==> config.mk <==
export PLATFORM = sky130hd
export DESIGN_NAME = fetch_unit
export DESIGN_NICKNAME = d
export VERILOG_FILES = /design/src/rtl/fetch_pkg.sv /design/src/rtl/fetch_buffer.sv /design/src/rtl/fetch_unit.sv
export SDC_FILE = /design/constraint.sdc
export NUM_CORES = 1
export LEC_CHECK = 0
export CORE_MARGIN = 3
export CORE_UTILIZATION = 50
export CTS_BUF_LIST = sky130_fd_sc_hd__clkbuf_8
export DETAILED_ROUTE_END_ITERATION = 12
export GPL_TIMING_DRIVEN = 1
export MAX_ROUTING_LAYER = met4
export PLACE_DENSITY_LB_ADDON = 0.2
export SLEW_MARGIN = 20
export SYNTH_ARGS = -nofsm -noshare
export SYNTH_HDL_FRONTEND = slang
export SYNTH_HIERARCHICAL = 1
export SYNTH_SLANG_ARGS = --single-unit
==> constraint.sdc <==
create_clock -name clk -period 4.3 [get_ports clk]
set_input_delay 0.645 -clock clk [delete_from_list [all_inputs] [get_ports clk]]
set_output_delay 0.645 -clock clk [all_outputs]
set_load 0.05 [all_outputs]
==> src/rtl/fetch_pkg.sv <==
// Shared types and constants for the instruction-fetch front end.
package fetch_pkg;

  typedef enum logic [1:0] {
    BOOT  = 2'd0,
    RUN   = 2'd1,
    DRAIN = 2'd2
  } fetch_state_t;

  localparam logic [31:0] NOP_INSTR_DEFAULT = 32'h0000_0000;
  localparam logic [31:0] RESET_PC_DEFAULT  = 32'h0000_0000;
  localparam logic [31:0] PC_STEP           = 32'd4;

  typedef struct packed {
    logic [31:0] pc;
    logic [31:0] instr;
  } fetch_entry_t;

  function automatic logic [31:0] word_align(input logic [31:0] addr);
    return {addr[31:2], 2'b00};
  endfunction

endpackage

==> src/rtl/fetch_buffer.sv <==
// Two-entry shift FIFO; the head slot is always a register and reads EMPTY_ENTRY when empty.
module fetch_buffer
  import fetch_pkg::*;
#(
  parameter fetch_entry_t EMPTY_ENTRY = '0
) (
  input  logic         clk,
  input  logic         rst_n,
  input  logic         push_i,
  input  fetch_entry_t push_data_i,
  input  logic         pop_i,
  input  logic         flush_i,
  output logic         full_o,
  output logic         empty_o,
  output logic [1:0]   count_o,
  output fetch_entry_t head_o
);

  fetch_entry_t slot0_q, slot0_d;
  fetch_entry_t slot1_q, slot1_d;
  logic [1:0]   count_q, count_d;
  logic         do_pop_s;
  logic         do_push_s;

  // Next-state logic; a push into a full buffer without a pop is dropped.
  always_comb begin
    slot0_d   = slot0_q;
    slot1_d   = slot1_q;
    count_d   = count_q;
    do_pop_s  = pop_i && (count_q != 2'd0);
    do_push_s = push_i && ((count_q != 2'd2) || do_pop_s);
    if (flush_i) begin
      slot0_d = EMPTY_ENTRY;
      slot1_d = EMPTY_ENTRY;
      count_d = 2'd0;
    end else begin
      case ({do_push_s, do_pop_s})
        2'b10: begin
          if (count_q == 2'd0) begin
            slot0_d = push_data_i;
          end else begin
            slot1_d = push_data_i;
          end
          count_d = count_q + 2'd1;
        end
        2'b01: begin
          slot0_d = (count_q == 2'd2) ? slot1_q : EMPTY_ENTRY;
          slot1_d = EMPTY_ENTRY;
          count_d = count_q - 2'd1;
        end
        2'b11: begin
          if (count_q == 2'd2) begin
            slot0_d = slot1_q;
            slot1_d = push_data_i;
          end else begin
            slot0_d = push_data_i;
          end
        end
        default: begin
          count_d = count_q;
        end
      endcase
    end
  end

  // State registers.
  always_ff @(posedge clk or negedge rst_n) begin
    if (!rst_n) begin
      slot0_q <= EMPTY_ENTRY;
      slot1_q <= EMPTY_ENTRY;
      count_q <= 2'd0;
    end else begin
      slot0_q <= slot0_d;
      slot1_q <= slot1_d;
      count_q <= count_d;
    end
  end

  assign full_o  = (count_q == 2'd2);
  assign empty_o = (count_q == 2'd0);
  assign count_o = count_q;
  assign head_o  = slot0_q;

endmodule

==> src/rtl/fetch_unit.sv <==
// Fetch front end: owns the PC, keeps one memory request in flight and feeds decode
// through a two-entry buffer; redirects flush speculative state.
module fetch_unit
  import fetch_pkg::*;
#(
  parameter logic [31:0] RESET_PC  = RESET_PC_DEFAULT,
  parameter logic [31:0] NOP_INSTR = NOP_INSTR_DEFAULT
) (
  input  logic        clk,
  input  logic        rst_n,
  output logic        imem_req,
  output logic [31:0] imem_addr,
  input  logic        imem_rvalid,
  input  logic [31:0] imem_rdata,
  input  logic        redirect_valid,
  input  logic [31:0] redirect_pc,
  input  logic        id_ready,
  output logic        instr_valid,
  output logic [31:0] instr_out,
  output logic [31:0] pc_out
);

  localparam fetch_entry_t EMPTY_ENTRY = '{pc: 32'h0000_0000, instr: NOP_INSTR};

  fetch_state_t state_q;
  logic [31:0]  pc_q;
  logic [31:0]  req_pc_q;
  logic         outstanding_q;

  logic         active_s;
  logic         pop_s;
  logic         push_s;
  logic         flush_s;
  logic         issue_s;
  logic [2:0]   level_s;
  logic [1:0]   buf_count_s;
  logic         buf_full_s;
  logic         buf_empty_s;
  fetch_entry_t buf_head_s;
  fetch_entry_t push_data_s;

  assign active_s    = (state_q != BOOT);
  assign pop_s       = instr_valid && id_ready && !redirect_valid;
  assign push_s      = (state_q == RUN) && imem_rvalid && !redirect_valid;
  assign flush_s     = active_s && redirect_valid;
  assign push_data_s = '{pc: req_pc_q, instr: imem_rdata};

  // Buffer occupancy after this edge, assuming the returning word is kept.
  assign level_s = {1'b0, buf_count_s} + {2'b00, imem_rvalid} - {2'b00, pop_s};
  assign issue_s = active_s && !redirect_valid && (!outstanding_q || imem_rvalid) &&
                   (level_s < 3'd2);

  // Control FSM, PC and in-flight request tracking.
  always_ff @(posedge clk or negedge rst_n) begin
    if (!rst_n) begin
      state_q       <= BOOT;
      pc_q          <= RESET_PC;
      req_pc_q      <= 32'h0000_0000;
      outstanding_q <= 1'b0;
    end else begin
      case (state_q)
        BOOT: begin
          state_q <= RUN;
        end
        RUN, DRAIN: begin
          if (redirect_valid) begin
            pc_q          <= word_align(redirect_pc);
            outstanding_q <= outstanding_q && !imem_rvalid;
            state_q       <= (outstanding_q && !imem_rvalid) ? DRAIN : RUN;
          end else begin
            if (issue_s) begin
              req_pc_q      <= pc_q;
              pc_q          <= pc_q + PC_STEP;
              outstanding_q <= 1'b1;
            end else if (imem_rvalid) begin
              outstanding_q <= 1'b0;
            end
            // The stale word returning in DRAIN was dropped; normal fetch resumes.
            if ((state_q == DRAIN) && imem_rvalid) begin
              state_q <= RUN;
            end
          end
        end
        default: begin
          state_q <= BOOT;
        end
      endcase
    end
  end

  fetch_buffer #(
    .EMPTY_ENTRY(EMPTY_ENTRY)
  ) u_buffer (
    .clk        (clk),
    .rst_n      (rst_n),
    .push_i     (push_s),
    .push_data_i(push_data_s),
    .pop_i      (pop_s),
    .flush_i    (flush_s),
    .full_o     (buf_full_s),
    .empty_o    (buf_empty_s),
    .count_o    (buf_count_s),
    .head_o     (buf_head_s)
  );

  assign imem_req    = issue_s;
  assign imem_addr   = pc_q;
  assign instr_valid = !buf_empty_s;
  assign instr_out   = buf_head_s.instr;
  assign pc_out      = buf_head_s.pc;

endmodule

# Word level (Yosys, flattened, before mapping)

Cells that the tools add are included.

$lt $le $gt $ge: 1
Reduce and logical (&&, ||, !) cells: 32
$add $sub $neg: 5
Multiplexer cells: 20
Equality and inequality tests: 11
Bitwise gates (word level): 1

Operators with widths:

| operator                                                              | count |
|---|---|
| 64-bit two-way mux                                                    | 7 |
| 64-bit case mux with 3 select lines                                   | 2 |
| 32-bit two-way mux                                                    | 2 |
| 32-bit by 3-bit adder with 32-bit output (second input constant)      | 1 |
| 1-bit logical AND                                                     | 12 |
| 3-bit != test (second input constant)                                 | 4 |
| 2-bit == test (second input constant)                                 | 4 |
| 2-bit two-way mux                                                     | 4 |
| 2-bit case mux with 2 select lines                                    | 2 |
| 2-bit AND reduction                                                   | 3 |
| 3-bit AND reduction                                                   | 2 |
| 2-bit nonzero test                                                    | 3 |
| 3-bit nonzero test                                                    | 2 |
| 2-bit by 1-bit == test with 1-bit output (second input constant)      | 2 |
| 1-bit logical NOT                                                     | 4 |
| 2-bit logical NOT                                                     | 2 |
| 4-bit nonzero test                                                    | 1 |
| 2-bit by 1-bit adder with 3-bit output                                | 1 |
| 3-bit by 2-bit < comparator with 1-bit output (second input constant) | 1 |
| 1-bit two-way mux                                                     | 3 |
| 3-bit by 1-bit subtractor with 3-bit output                           | 1 |
| 2-bit by 1-bit adder with 2-bit output (second input constant)        | 1 |
| 1-bit logical OR                                                      | 2 |
| 2-bit != test (second input constant)                                 | 1 |
| 3 further kinds                                                       | 3 |

Bits of input ports: 69
Output and inout port bits: 98
Bits in registers: 197
Word-level logic and storage cells: 79

# Longest topological paths before layout

Gate-level depths: netlist of run 1.

Depth in word-level cells: 10
Gate-level depth with buffers: 17
Gate-level depth less buffers: 12

# Cells and area by module

Netlist of run 1, hierarchy kept.

By module, submodules not included:

| module       | times used | area an instance (µm²) | cells each |
|---|---|---|---|
| fetch_buffer | 1          | 6432.4                 | 605 |
| fetch_unit   | 1          | 3480.8                 | 345 |

# Worst setup path before layout of run 1

Ideal clock, no wire load.

Path kind: register -> output
Start: register u_buffer.count_q[1], in the netlist u_buffer/count_o[1]
End: output port imem_req
Data required time: 3.655 ns
Path slack: 0.033 ns
Path buffers: 4
Arrival: 3.622 ns
Stages on the path, launching flop included: 14
Cells stage by stage: dfrtp_1 -> clkbuf_2 -> nor2_1 -> clkbuf_1 -> inv_1 -> and3_1 -> ha_1 -> nand2b_1 -> fa_1 -> or3b_1 -> or3_4 -> clkinv_4 -> buf_12 -> buf_8

Cells in the longest elaborated chain, start to end: 7
Elaborated cells between the ends (all ways): 8
Classes of those cells: 2 x add/sub; 1 x order compare; 5 x reduce/logical

RTL lines:

| what                                          | RTL line           | RTL |
|---|---|---|
| from (decl)                                   | fetch_buffer.sv:21 | `logic [1:0] count_q, count_d;` |
| from (signal assigned)                        | fetch_buffer.sv:75 | `count_q <= count_d;` |
| 2-bit logical NOT                             | fetch_buffer.sv:80 | `assign empty_o = (count_q == 2'd0);` |
| via buf_empty_s                               | fetch_unit.sv:38   | `logic buf_empty_s;` |
| 1-bit logical NOT                             | fetch_unit.sv:108  | `assign instr_valid = !buf_empty_s;` |
| via instr_valid                               | fetch_unit.sv:18   | `output logic instr_valid,` |
| 1-bit logical AND (2 in a row)                | fetch_unit.sv:43   | `assign pop_s = instr_valid && id_ready && !redirect_valid;` |
| via pop_s                                     | fetch_unit.sv:31   | `logic pop_s;` |
| 3-bit by 1-bit subtractor with 3-bit output   | fetch_unit.sv:49   | `assign level_s = {1'b0, buf_count_s} + {2'b00, imem_rvalid} - {2'b00, pop_s};` |
| 3-bit by 2-bit < comparator with 1-bit output | fetch_unit.sv:51   | `(level_s < 3'd2);` |
| 1-bit logical AND                             | fetch_unit.sv:50   | `assign issue_s = active_s && !redirect_valid && (!outstanding_q \|\| imem_rvalid) &&` |
| to (decl)                                     | fetch_unit.sv:11   | `output logic imem_req,` |

The timed path passes the listed nets, and every way through them passes these cells.

# Worst setup path after layout of run 1

Start: input port redirect_valid
End: output port imem_req

Cells in the longest elaborated chain, start to end: 5
Elaborated cells between the ends (all ways): 7
Classes of those cells: 1 x add/sub; 1 x order compare; 5 x reduce/logical

RTL lines:

| what                                          | RTL line         | RTL |
|---|---|---|
| from (decl)                                   | fetch_unit.sv:15 | `input logic redirect_valid,` |
| 1-bit logical NOT                             | fetch_unit.sv:43 |  |
| 1-bit logical AND                             | fetch_unit.sv:43 |  |
| via pop_s                                     | fetch_unit.sv:31 |  |
| 3-bit by 1-bit subtractor with 3-bit output   | fetch_unit.sv:49 |  |
| 3-bit by 2-bit < comparator with 1-bit output | fetch_unit.sv:51 |  |
| 1-bit logical AND                             | fetch_unit.sv:50 |  |

The timed path passes the listed nets, and every way through them passes these cells.

==> results.sh, run 1 <==
export IMPL_vias=7883
export IMPL_min_period_over_period_pct=95.7
export IMPL_dp_hpwl_um=15500
export IMPL_setup_tns_ns=0
export IMPL_gr_total_overflow=0
export IMPL_die_h_um=147
export IMPL_first_pass_iters=5
export IMPL_multi_input_area_um2=4530
export IMPL_start_util_pct=51.9
export IMPL_irDropWorstVdd_v=0.000572
export IMPL_n_antenna_cell=0
export IMPL_min_path_type="input pin to asynchronous set/reset pin"
export IMPL_finalWirelength_um=25100
export IMPL_cts_tree="done"
export IMPL_core_region_area_um2=19100
export IMPL_die_x_um=147
export IMPL_clock_latency_ns=0.46
export IMPL_cts_hold_buf=0
export IMPL_status="complete, no violations"
export IMPL_cp_slowest_stage_delay_ns=0.52
export IMPL_post_drt_wl_per_cell_um=18.9
export IMPL_dr_wl_met3_um=1520
export IMPL_drv_slew=0
export IMPL_fillers=1590
export IMPL_antenna_found_initial=0
export IMPL_r2r_start="u_buffer/count_o[0]$_DFFE_PN0P_"
export IMPL_min_period_ns=4.11
export IMPL_setup_viol=0
export IMPL_endpoint_kind="output port"
export IMPL_synth_warnings=6
export IMPL_crit_type="input pin to output port"
export IMPL_powerDensity_nw_per_um2=823
export IMPL_wl_met1_um=11600
export IMPL_setup_worst_path_start="redirect_valid"
export IMPL_clock_sinks=193
export IMPL_rsz0062_at_grt="no"
export IMPL_leakage_nw=4.71
export IMPL_rows=50
export IMPL_worstPathArrival_ns=3.47
export IMPL_regArea_um2=4830
export IMPL_cp_start_kind="input pin"
export IMPL_synth_area_per_cell_um2=10.4
export IMPL_clkTransAtPathRegs_ns=0.10
export IMPL_relSlewSlack_pct=33.9
export IMPL_syn_inst=949
export IMPL_drv_cap=0
export IMPL_required_ns=3.65
export IMPL_crit_chain="clkdlybuf4s50_1 > inv_1 > and3_1 > ha_1 > nand2b_1 > fa_1 > or3b_1 > or3_4 > clkinv_4 > buf_12"
export IMPL_fin_nets=1132
export IMPL_hold_viol=0
export IMPL_wl_met2_um=11600
export IMPL_cpMaxStageDelayCell="fa_1"
export IMPL_total_power_w=0.00984
export IMPL_grt_max_degree=113
export IMPL_drc=0
export IMPL_clock_path_buffers=2
export IMPL_fin_skew_ns=0.0137
export IMPL_track_usage_pct=24.3
export IMPL_htree_levels=4
export IMPL_top_layer="met4"
export IMPL_viasPerCell=5.93
export IMPL_rr_worst_depth=11
export IMPL_syn2layout_area_growth_pct=20.7
export IMPL_synth_area_um2=9910
export IMPL_pin_count=167
export IMPL_worst_pin_slew_ns=0.988
export IMPL_dieArea_um2=21500
export IMPL_root_buffer="clkbuf_8"
export IMPL_drive_gt1_share_pct=8.14
export IMPL_ant_nets=0
export IMPL_grt_pass1_wl_um=41700
export IMPL_cp_max_fo=22
export IMPL_gp_congestion=0.829
export IMPL_fmax_ghz=0.243
export IMPL_grt_pass1_vias=7831
export IMPL_cts_inserted_buffers=17
export IMPL_final_core_util_pct=62.6
export IMPL_drtIter0Drc=461
export IMPL_io_buffers=162
[worst max-delay path, delay by kind of cell]
| kind | cells | cell delay (ns) |
|---|---|---|
| adder cells (fa/ha/maj) | 2 | 0.80 |
| buffers and inverters | 4 | 0.94 |
| AND/OR/NAND/NOR | 4 | 1.08 |
[power by group]
part	switching, W	total [W]	internal [W]	leakage (nW)
Clock	0.000648	0.00118	0.000531	0.200
Sequential	0.000627	0.00316	0.00253	2.42
Combinational	0.00356	0.00550	0.00194	2.10
Total	0.00483	0.00984	0.00501	4.71
[layer usage]
layer / vias to the layer above / global-route usage (%)
li1: 3720 / -
met1: 3874 / 34.2
met2: 262 / 36.6
met3: 27 / 4.16
met4: 0 / 6.82
met5: - / -
[worst paths after layout]
path,endpoint,slack [ns]
setup / recovery,imem_req,0.19
hold / removal,u_buffer/slot1_q[27]$_DFFE_PN0P_,0.31
setup reg to reg,req_pc_q[11]$_DFFE_PN0P_,0.60
hold reg to reg,outstanding_q$_DFFE_PN0P_,0.48
max in group asynchronous,u_buffer/slot1_q[40]$_DFFE_PN0P_,3.07
min in group clk,outstanding_q$_DFFE_PN0P_,0.48
[flip-flops by register name (all words and copies together), names as in the netlist]
| register | cells |
|---|---|
| outstanding_q | 1 |
| req_pc_q | 30 |
| imem_addr | 30 |
| u_buffer/count_o | 2 |
| u_buffer/slot1_q | 64 |
| u_buffer/head_o | 64 |
| state_q | 2 |
[cells in the final DEF (no fill, tap or decap), types with 7 or more instances in the layout]
cell type / n
nand4_1: 13
a31oi_1: 65
o21bai_1: 64
clkbuf_8: 19
dfrtp_1: 192
buf_4: 15
o2bb2ai_2: 10
o2bb2ai_1: 55
mux2_4: 10
nand2b_1: 67
inv_1: 13
a211oi_1: 66
o22ai_1: 16
mux2_1: 15
nand2_1: 97
mux2i_1: 13
a22oi_1: 11
o21ai_0: 7
nor3_1: 11
a21oi_1: 14
clkdlybuf4s50_1: 160
nor2_1: 24
nand3_1: 16
[area by class of cell]
type	instances	share of cell area, %
sequential	193	40.4
inverter	12	0.419
multi-input combinational	651	37.9
tap	260	2.72
timing repair buffer	181	15.3
clock buffer	18	2.07
clock inverter	14	1.16
[metrics by stage]
step / area [µm²] / instances / hold slack [ns] / setup slack, ns
6_report: 12000 / 1329 / 0.308 / 0.185
3_5_place_dp: 11600 / 1297 / 0.456 / 0.116
2_1_floorplan: 9920 / 952 / 0.349 / 0.0391
3_3_place_gp: 11600 / 1297 / 0.449 / 0.154
5_1_grt: 12000 / 1329 / 0.348 / 0.0884
4_1_cts: 12000 / 1329 / 0.332 / 0.0927
[timing repair]
action                                 4_1_cts  5_1_grt
endpoints found under the hold margin        0        0
setup buffers                                0        0
setup endpoints to repair                    0        1
gates resized for setup                      0        1
No activity file was read; power rests on OpenSTA's default activity.
==> run 2, diff against run 1 <==
--- a/config.mk
+++ b/config.mk
@@ -5,6 +5,7 @@
 export SDC_FILE = /design/constraint.sdc
 export NUM_CORES = 1
 export LEC_CHECK = 0
+export CAP_MARGIN = 0
 export CORE_MARGIN = 3
 export CORE_UTILIZATION = 50
 export CTS_BUF_LIST = sky130_fd_sc_hd__clkbuf_8
@@ -12,6 +13,7 @@
 export GPL_TIMING_DRIVEN = 1
 export MAX_ROUTING_LAYER = met4
 export PLACE_DENSITY_LB_ADDON = 0.2
+export SETUP_SLACK_MARGIN = 0.4
 export SLEW_MARGIN = 20
 export SYNTH_ARGS = -nofsm -noshare
 export SYNTH_HDL_FRONTEND = slang
==> results.sh, run 2 (synthesized netlist as in run 1, its figures left out) <==
export IMPL_drv_slew=0
export IMPL_start_util_pct=51.9
export IMPL_dieArea_um2=21500
export IMPL_syn2layout_area_growth_pct=22.0
export IMPL_regArea_um2=4830
export IMPL_grt_pass1_wl_um=41500
export IMPL_endpoint_kind="output port"
export IMPL_htree_levels=4
export IMPL_r2r_end="req_pc_q[31]$_DFFE_PN0P_"
export IMPL_hold_viol=0
export IMPL_rsz0062_at_grt="no"
export IMPL_vias=7858
export IMPL_cp_start_kind="input pin"
export IMPL_viasPerCell=5.88
export IMPL_grt_max_degree=133
export IMPL_setup_viol=0
export IMPL_cts_hold_buf=0
export IMPL_gr_total_overflow=0
export IMPL_first_pass_iters=5
export IMPL_dp_slack_ns=0.159
export IMPL_min_path_type="input pin to asynchronous set/reset pin"
export IMPL_worst_pin_slew_ns=1.01
export IMPL_powerDensity_nw_per_um2=829
export IMPL_io_buffers=162
export IMPL_multi_input_area_um2=4560
export IMPL_track_usage_pct=24.1
export IMPL_fin_skew_ns=0.0184
export IMPL_irDropWorstVdd_v=0.000598
export IMPL_crit_type="input pin to output port"
export IMPL_fillers=1571
export IMPL_fin_nets=1139
export IMPL_clock_latency_ns=0.46
export IMPL_min_period_over_period_pct=88.1
export IMPL_clkTransAtPathRegs_ns=0.10
export IMPL_dp_hpwl_um=15200
export IMPL_stdcell_count=1336
export IMPL_cts_tree="done"
export IMPL_cp_max_fo=2
export IMPL_status="complete, no violations"
export IMPL_n_antenna_cell=0
export IMPL_required_ns=3.65
export IMPL_final_core_util_pct=63.3
export IMPL_r2r_start="u_buffer/count_o[0]$_DFFE_PN0P_"
export IMPL_die_x_um=147
export IMPL_final_cell_mix="dfrtp_1, clkdlybuf4s50_1, nand2_1"
export IMPL_drive_gt1_share_pct=9.29
export IMPL_rr_worst_depth=13
export IMPL_die_h_um=147
export IMPL_pin_count=167
export IMPL_cts_inserted_buffers=17
export IMPL_ant_nets=0
export IMPL_relSlewSlack_pct=32.6
export IMPL_antenna_found_initial=0
export IMPL_post_drt_wl_per_cell_um=18.7
export IMPL_fmax_ghz=0.264
export IMPL_min_period_ns=3.79
export IMPL_drv_cap=0
export IMPL_core_region_area_um2=19100
export IMPL_setup_worst_path_start="id_ready"
export IMPL_clock_sinks=193
export IMPL_root_buffer="clkbuf_8"
export IMPL_setup_ws_ns=0.510
export IMPL_clock_path_buffers=2
export IMPL_worstPathArrival_ns=3.14
export IMPL_grt_pass1_vias=7806
export IMPL_drtIter0Drc=412
export IMPL_leakage_nw=4.77
export IMPL_placed_cells=1300
export IMPL_gp_congestion=0.836
export IMPL_drc=0
export IMPL_finalWirelength_um=25000
export IMPL_setup_tns_ns=0
export IMPL_finalHoldWorstSlack_ns=0.299
export IMPL_rows=50
export IMPL_final_common_cell="dfrtp_1"
export IMPL_reg2reg_slack_ns=0.64
==> run 2: metal layers <==
layer  track usage (%)  wire length, µm
met5                 -                0
met3              3.70             1230
met2              36.0            11600
met4              6.82              384
met1              34.5            11800
==> run 2: worst max path at each step <==
stage	slack, ns	end	cells after the start
finish	0.51	imem_req	9
CTS	0.48	imem_req	10
global route	0.46	imem_req	10
floorplan	0.41	imem_req	13
detailed placement	0.16	req_pc_q[31]$_DFFE_PN0P_	11
global placement	0.16	req_pc_q[19]$_DFFE_PN0P_	11
==> run 2: final cells by class <==
cell class	count	share of cell area (%)
well taps	260	2.69
multi-input cells	651	37.7
repair inverters	1	0.0725
clock inverters	15	1.71
flip-flops and latches	193	40.0
clock buffers	17	1.94
repair buffers	187	15.4
inverters	12	0.476
==> run 2: what timing repair did <==
item	4_1_cts	5_1_grt
hold endpoints to repair	0	0
cloned	1	0
setup buffers	2	1
setup endpoints to repair	1	1
gates resized for setup	2	3
pin swaps	1	3
==> run 2: metrics by stage <==
step	instance area [µm²]	power, W
after floorplan	9930	0.00706
after global placement	11600	0.00860
after detailed placement	11600	0.00869
after CTS	12100	0.0100
after global routing	12100	0.0106
final	12100	0.0100
==> run 2: where the power goes <==
group	switching, W	total (W)	internal, W
Clock	0.000672	0.00131	0.000642
Combinational	0.00356	0.00554	0.00198
Sequential	0.000628	0.00316	0.00253
Total	0.00486	0.0100	0.00515
==> run 2: critical path: stages <==
cell,delay (ns)
clkdlybuf4s50_1,0.46
and3_4,0.21
ha_4,0.20
nand2b_4,0.13
fa_1,0.48
or3b_4,0.38
or3_4,0.44
clkinv_8,0.07
buf_12,0.12
==> run 3, diff against run 2 <==
==> constraint.sdc (replaced) <==
create_clock -name clk -period 3.5 [get_ports clk]
set_input_delay 0.525 -clock clk [delete_from_list [all_inputs] [get_ports clk]]
set_output_delay 0.525 -clock clk [all_outputs]
set_load 0.05 [all_outputs]
==> results.sh, run 3 (synthesized netlist as in run 1, its figures left out) <==
export IMPL_status="finished with violations"
export IMPL_violations="negative setup slack"
export IMPL_cts_inserted_buffers=17
export IMPL_vias=8058
export IMPL_cp_start_kind="flop"
export IMPL_ant_nets=0
export IMPL_fmax_ghz=0.279
export IMPL_rsz0062_at_grt="yes"
export IMPL_fin_nets=1164
export IMPL_io_buffers=162
export IMPL_cts_tree="done"
export IMPL_syn2layout_area_growth_pct=28.6
export IMPL_pin_count=167
export IMPL_grt_max_degree=101
export IMPL_final_common_cell="dfrtp_1"
export IMPL_finalWirelength_um=26200
export IMPL_gr_total_overflow=0
export IMPL_rows=50
export IMPL_grt_pass1_wl_um=41300
export IMPL_fillers=1482
export IMPL_leakage_nw=5.10
export IMPL_min_period_ns=3.58
export IMPL_drc=0
export IMPL_min_period_over_period_pct=102
export IMPL_post_drt_wl_per_cell_um=19.2
export IMPL_clock_path_buffers=2
export IMPL_hold_viol=0
export IMPL_finalHoldWorstSlack_ns=0.135
export IMPL_powerDensity_nw_per_um2=1020
export IMPL_core_region_area_um2=19100
export IMPL_start_util_pct=51.9
export IMPL_worst_pin_slew_ns=0.991
export IMPL_htree_levels=4
export IMPL_endpoint_kind="output port"
export IMPL_dp_hpwl_um=15600
export IMPL_root_buffer="clkbuf_8"
export IMPL_first_pass_iters=6
export IMPL_die_x_um=147
export IMPL_antenna_found_initial=1
export IMPL_setup_ws_ns=-0.0840
export IMPL_clkTransAtPathRegs_ns=0.09
export IMPL_drtIter0Drc=600
export IMPL_die_h_um=147
export IMPL_required_ns=2.97
export IMPL_drive_gt1_share_pct=15.8
export IMPL_clock_sinks=193
export IMPL_crit_type="flop to output port"
export IMPL_worstPathArrival_ns=3.06
export IMPL_relSlewSlack_pct=33.7
export IMPL_grt_pass1_vias=7837
export IMPL_clock_latency_ns=0.47
export IMPL_gp_congestion=0.826
export IMPL_track_usage_pct=24.1
export IMPL_drv_slew=0
export IMPL_cp_max_fo=3
export IMPL_cts_hold_buf=0
export IMPL_fin_skew_ns=0.0161
export IMPL_final_core_util_pct=66.8
export IMPL_viasPerCell=5.92
export IMPL_min_path_type="input pin to asynchronous set/reset pin"
export IMPL_setup_viol=6
export IMPL_drv_cap=0
export IMPL_irDropWorstVdd_v=0.000650
export IMPL_dieArea_um2=21500
export IMPL_final_cell_mix="dfrtp_1, clkdlybuf4s50_1, nand2_1"
## run 3: changes by cell type in the layout (fill, tap and decap cells not counted), sizes merged
cell           delta
clkinv            -1
clkdlybuf4s50     +1
buf              +21
inv               -3
diode             +1
bufinv            -1
dlygate4sd2       -1
clkbuf            +8
## run 3: area by class of cell
type	instances	area, µm²	share of cell area, %
Clock inverter	11	153	1.20
Antenna cell	1	2.50	0.0196
Timing Repair Buffer	213	2260	17.7
Multi-Input combinational cell	651	4840	38.0
Inverter	12	65.1	0.511
Sequential cell	193	4830	37.9
Tap cell	260	325	2.55
Clock buffer	20	275	2.16
## run 3: path summary, 6_finish.rpt
check | start | to | slack, ns | cells past startpoint
min | rst_n | u_buffer/head_o[27]$_DFFE_PN0P_ | 0.14 | 1
max | u_buffer/count_o[0]$_DFFE_PN0P_ | imem_req | -0.08 | 10
min reg2reg | outstanding_q$_DFFE_PN0P_ | outstanding_q$_DFFE_PN0P_ | 0.49 | 2
max reg2reg | u_buffer/count_o[0]$_DFFE_PN0P_ | imem_addr[13]$_DFFE_PN0P_ | -0.05 | 15
max in group asynchronous | rst_n | u_buffer/slot1_q[1]$_DFFE_PN0P_ | 2.49 | 2
min in group clk | outstanding_q$_DFFE_PN0P_ | outstanding_q$_DFFE_PN0P_ | 0.49 | 2
## run 3: where the power goes
group / total [W] / internal (W) / switching (W)
clock network: 0.00157 / 0.000766 / 0.000803
logic: 0.00747 / 0.00288 / 0.00459
registers: 0.00392 / 0.00311 / 0.000807
total: 0.0130 / 0.00676 / 0.00620
## run 3: per-stage QoR
step / cells / total power [W] / setup TNS, ns / setup slack, ns / instance area [µm²]
2_1_floorplan: 952 / 0.00883 / -0.0155 / -0.0155 / 10100
3_3_place_gp: 1313 / 0.0108 / -7.64 / -0.274 / 11800
3_5_place_dp: 1313 / 0.0109 / -8.84 / -0.277 / 11800
4_1_cts: 1345 / 0.0125 / -0.115 / -0.115 / 12300
5_1_grt: 1361 / 0.0136 / -1.99 / -0.175 / 12700
6_report: 1361 / 0.0130 / -0.139 / -0.0840 / 12700
## run 3: layer usage
metal | up-vias | global-route usage (%) | part of all wire, %
li1 | 3795 | - | -
met1 | 3975 | 33.2 | 46
met2 | 269 | 37.3 | 48
met3 | 19 | 4.10 | 5.5
met4 | 0 | 6.49 | 0.90
met5 | - | - | 0
## run 3: repair_timing
action | 4_1_cts | 5_1_grt
pin swaps | 2 | 22
gates cloned | 0 | 6
setup buffers | 1 | 9
endpoints found under the setup margin | 53 | 62
resized for setup | 8 | 54
## run 3: critical path, cell delays in order, from the launching register on
cell	delay (ns)
dfrtp_1	0.42
nor2_4	0.18
inv_8	0.04
and3_4	0.19
ha_4	0.20
nand2b_4	0.13
fa_1	0.49
or3b_4	0.38
or3_4	0.38
clkinv_8	0.07
buf_12	0.12
==> edit (flow settings as in run 2) <==
The 3 states of `fetch_state_t` get a one-hot encoding in 3 bits.
--- a/src/rtl/fetch_pkg.sv
+++ b/src/rtl/fetch_pkg.sv
@@ -1,10 +1,10 @@
 // Shared types and constants for the instruction-fetch front end.
 package fetch_pkg;
 
-  typedef enum logic [1:0] {
-    BOOT  = 2'd0,
-    RUN   = 2'd1,
-    DRAIN = 2'd2
+  typedef enum logic [2:0] {
+    BOOT  = 3'b001,
+    RUN   = 3'b010,
+    DRAIN = 3'b100
   } fetch_state_t;
 
   localparam logic [31:0] NOP_INSTR_DEFAULT = 32'h0000_0000;
Formal check against the unedited RTL: no difference found for any inputs over 4 cycles, from zero or initial values and one cycle with rst_n low; so few cycles prove little.
==> edit against run 2 <==
  * Sequential cell count grew 1
  * Synthesized area hardly changed
  * First-iteration DRC count rose by 52%
  * Register-to-register slack improved by 0.21 ns
  * Setup slack improved by 0.056 ns
  * Power fell by 9.7%
  * Cell area barely moved
  * Wire length increased by 5.0%
==> edit: results (changes against run 2) <==
p_leak_nw: 4.71  # -1.1%
cts-root-buf: "clkbuf_8"
insertion_delay_ns: 0.45
skew_ns: 0.00980  # -0.00864 ns
switching_share_pct: 48.2  # -0.35 points
holdBufCountCts: 0  # unchanged
syn_inst: 1016  # +7.1%
drtIter0Drc: 626  # +52%
outcome: "finished clean"
cp_data_arrival_time_ns: 3.09  # -0.05 ns
reg2reg_depth: 11  # -2
grt_max_degree: 122  # -8.3%
slowest_delay_ns: 0.49
clk_pin_slew_ns: 0.09
setup_viol: 0  # unchanged
finalWirelength_um: 26300  # +5.0%
min_path_type: "in2async"
dp.cells: 1369  # +5.3%
nets: 1201  # +5.4%
portBuffers: 162  # unchanged
maxSlewHeadroom_pct: 31.8  # -0.82 points
viasPerCell: 5.99  # +1.9%
dp_hpwl_um: 16100  # +6.1%
wl_per_cell_um: 18.8  # +0.26%
layout-drive-gt1-share_pct: 8.34  # -0.95 points
antenna_found_initial: 0  # unchanged
reg2reg_from: "u_buffer/count_o[1]"
place_congestion: 0.843  # +0.81%
place_area_mm2: 0.0117  # +0.64%
fillers: 1649  # +5.0%
ir_drop_mv: 0.455  # -24%
timing.rr.end: "imem_addr[23]"
cp_max_fo: 4  # +2
cts.path.max_buffers: 2  # unchanged
grt_use_total_pct: 25.1  # +1.0 points
antenna_cells: 0  # unchanged
grt_pass1_wl_um: 43500  # +4.8%
dr.pass1.iters: 6  # +1
slowest_stage: "clkdlybuf4s50_1"
yosysWarnings: 6  # unchanged
grt_pass1_vias: 8207  # +5.1%
crit_start: "redirect_valid"
r2r_setup_slack_ns: 0.85  # +0.21 ns
[edit: metrics by stage]
step | hold WS [ns] | setup WS [ns] | utilization (%)
after global placement | 0.461 | 0.421 | 61.1
after CTS | 0.343 | 0.434 | 63.3
after floorplan | 0.349 | 0.453 | -
after detailed placement | 0.467 | 0.353 | 61.1
final | 0.292 | 0.566 | 63.3
after global routing | 0.375 | 0.393 | 63.3
[edit: routing by layer]
layer	global-route usage (%)	part of all wire (%)	vias to the layer above	wire length (µm)
met5	-	0	-	0
met4	6.21	1.1	0	293
met3	3.95	6.5	24	1700
met2	38.1	46	317	12200
met1	35.8	46	4095	12100
li1	-	-	3949	-
[edit: worst max-delay path: cells and delay by family]
kind	cells	cell delay, ns
xor gates and xnor gates	1	0.25
and+or+nand+nor	4	0.76
adders and majority gates	2	0.72
buffers and inverters	3	0.71
[edit: layout make-up]
cell class	count	area [µm²]	area share, %
sequential	194	4860	40.2
multi-input combinational	716	4590	38.0
timing repair buffer	191	1870	15.4
tap	260	325	2.69
clock buffer	20	275	2.28
clock inverter	9	133	1.10
inverter	9	33.8	0.280
[edit: how the worst max path moves through the flow]
stage                                to  slack, ns  cells after the start
after floorplan                imem_req       0.45                     11
after global placement    imem_addr[23]       0.42                     11
after detailed placement  imem_addr[23]       0.35                     11
after CTS                      imem_req       0.43                     10
after global routing           imem_req       0.39                     10
final                          imem_req       0.57                     10
[edit: power by group through the flow]
stage,clock network [mW],registers [mW],logic [mW]
floorplan,0,4.28,2.00
finish,1.24,2.95,4.86
global placement,0,2.97,4.78
global route,1.34,3.04,5.17
CTS,1.27,2.95,4.87
detailed placement,0,2.98,4.84
[edit: what timing repair did]
item                       CTS  global route
buffers inserted             1             0
gates resized for setup      0             3
setup endpoints to repair    1             1
pin swaps                    1             0
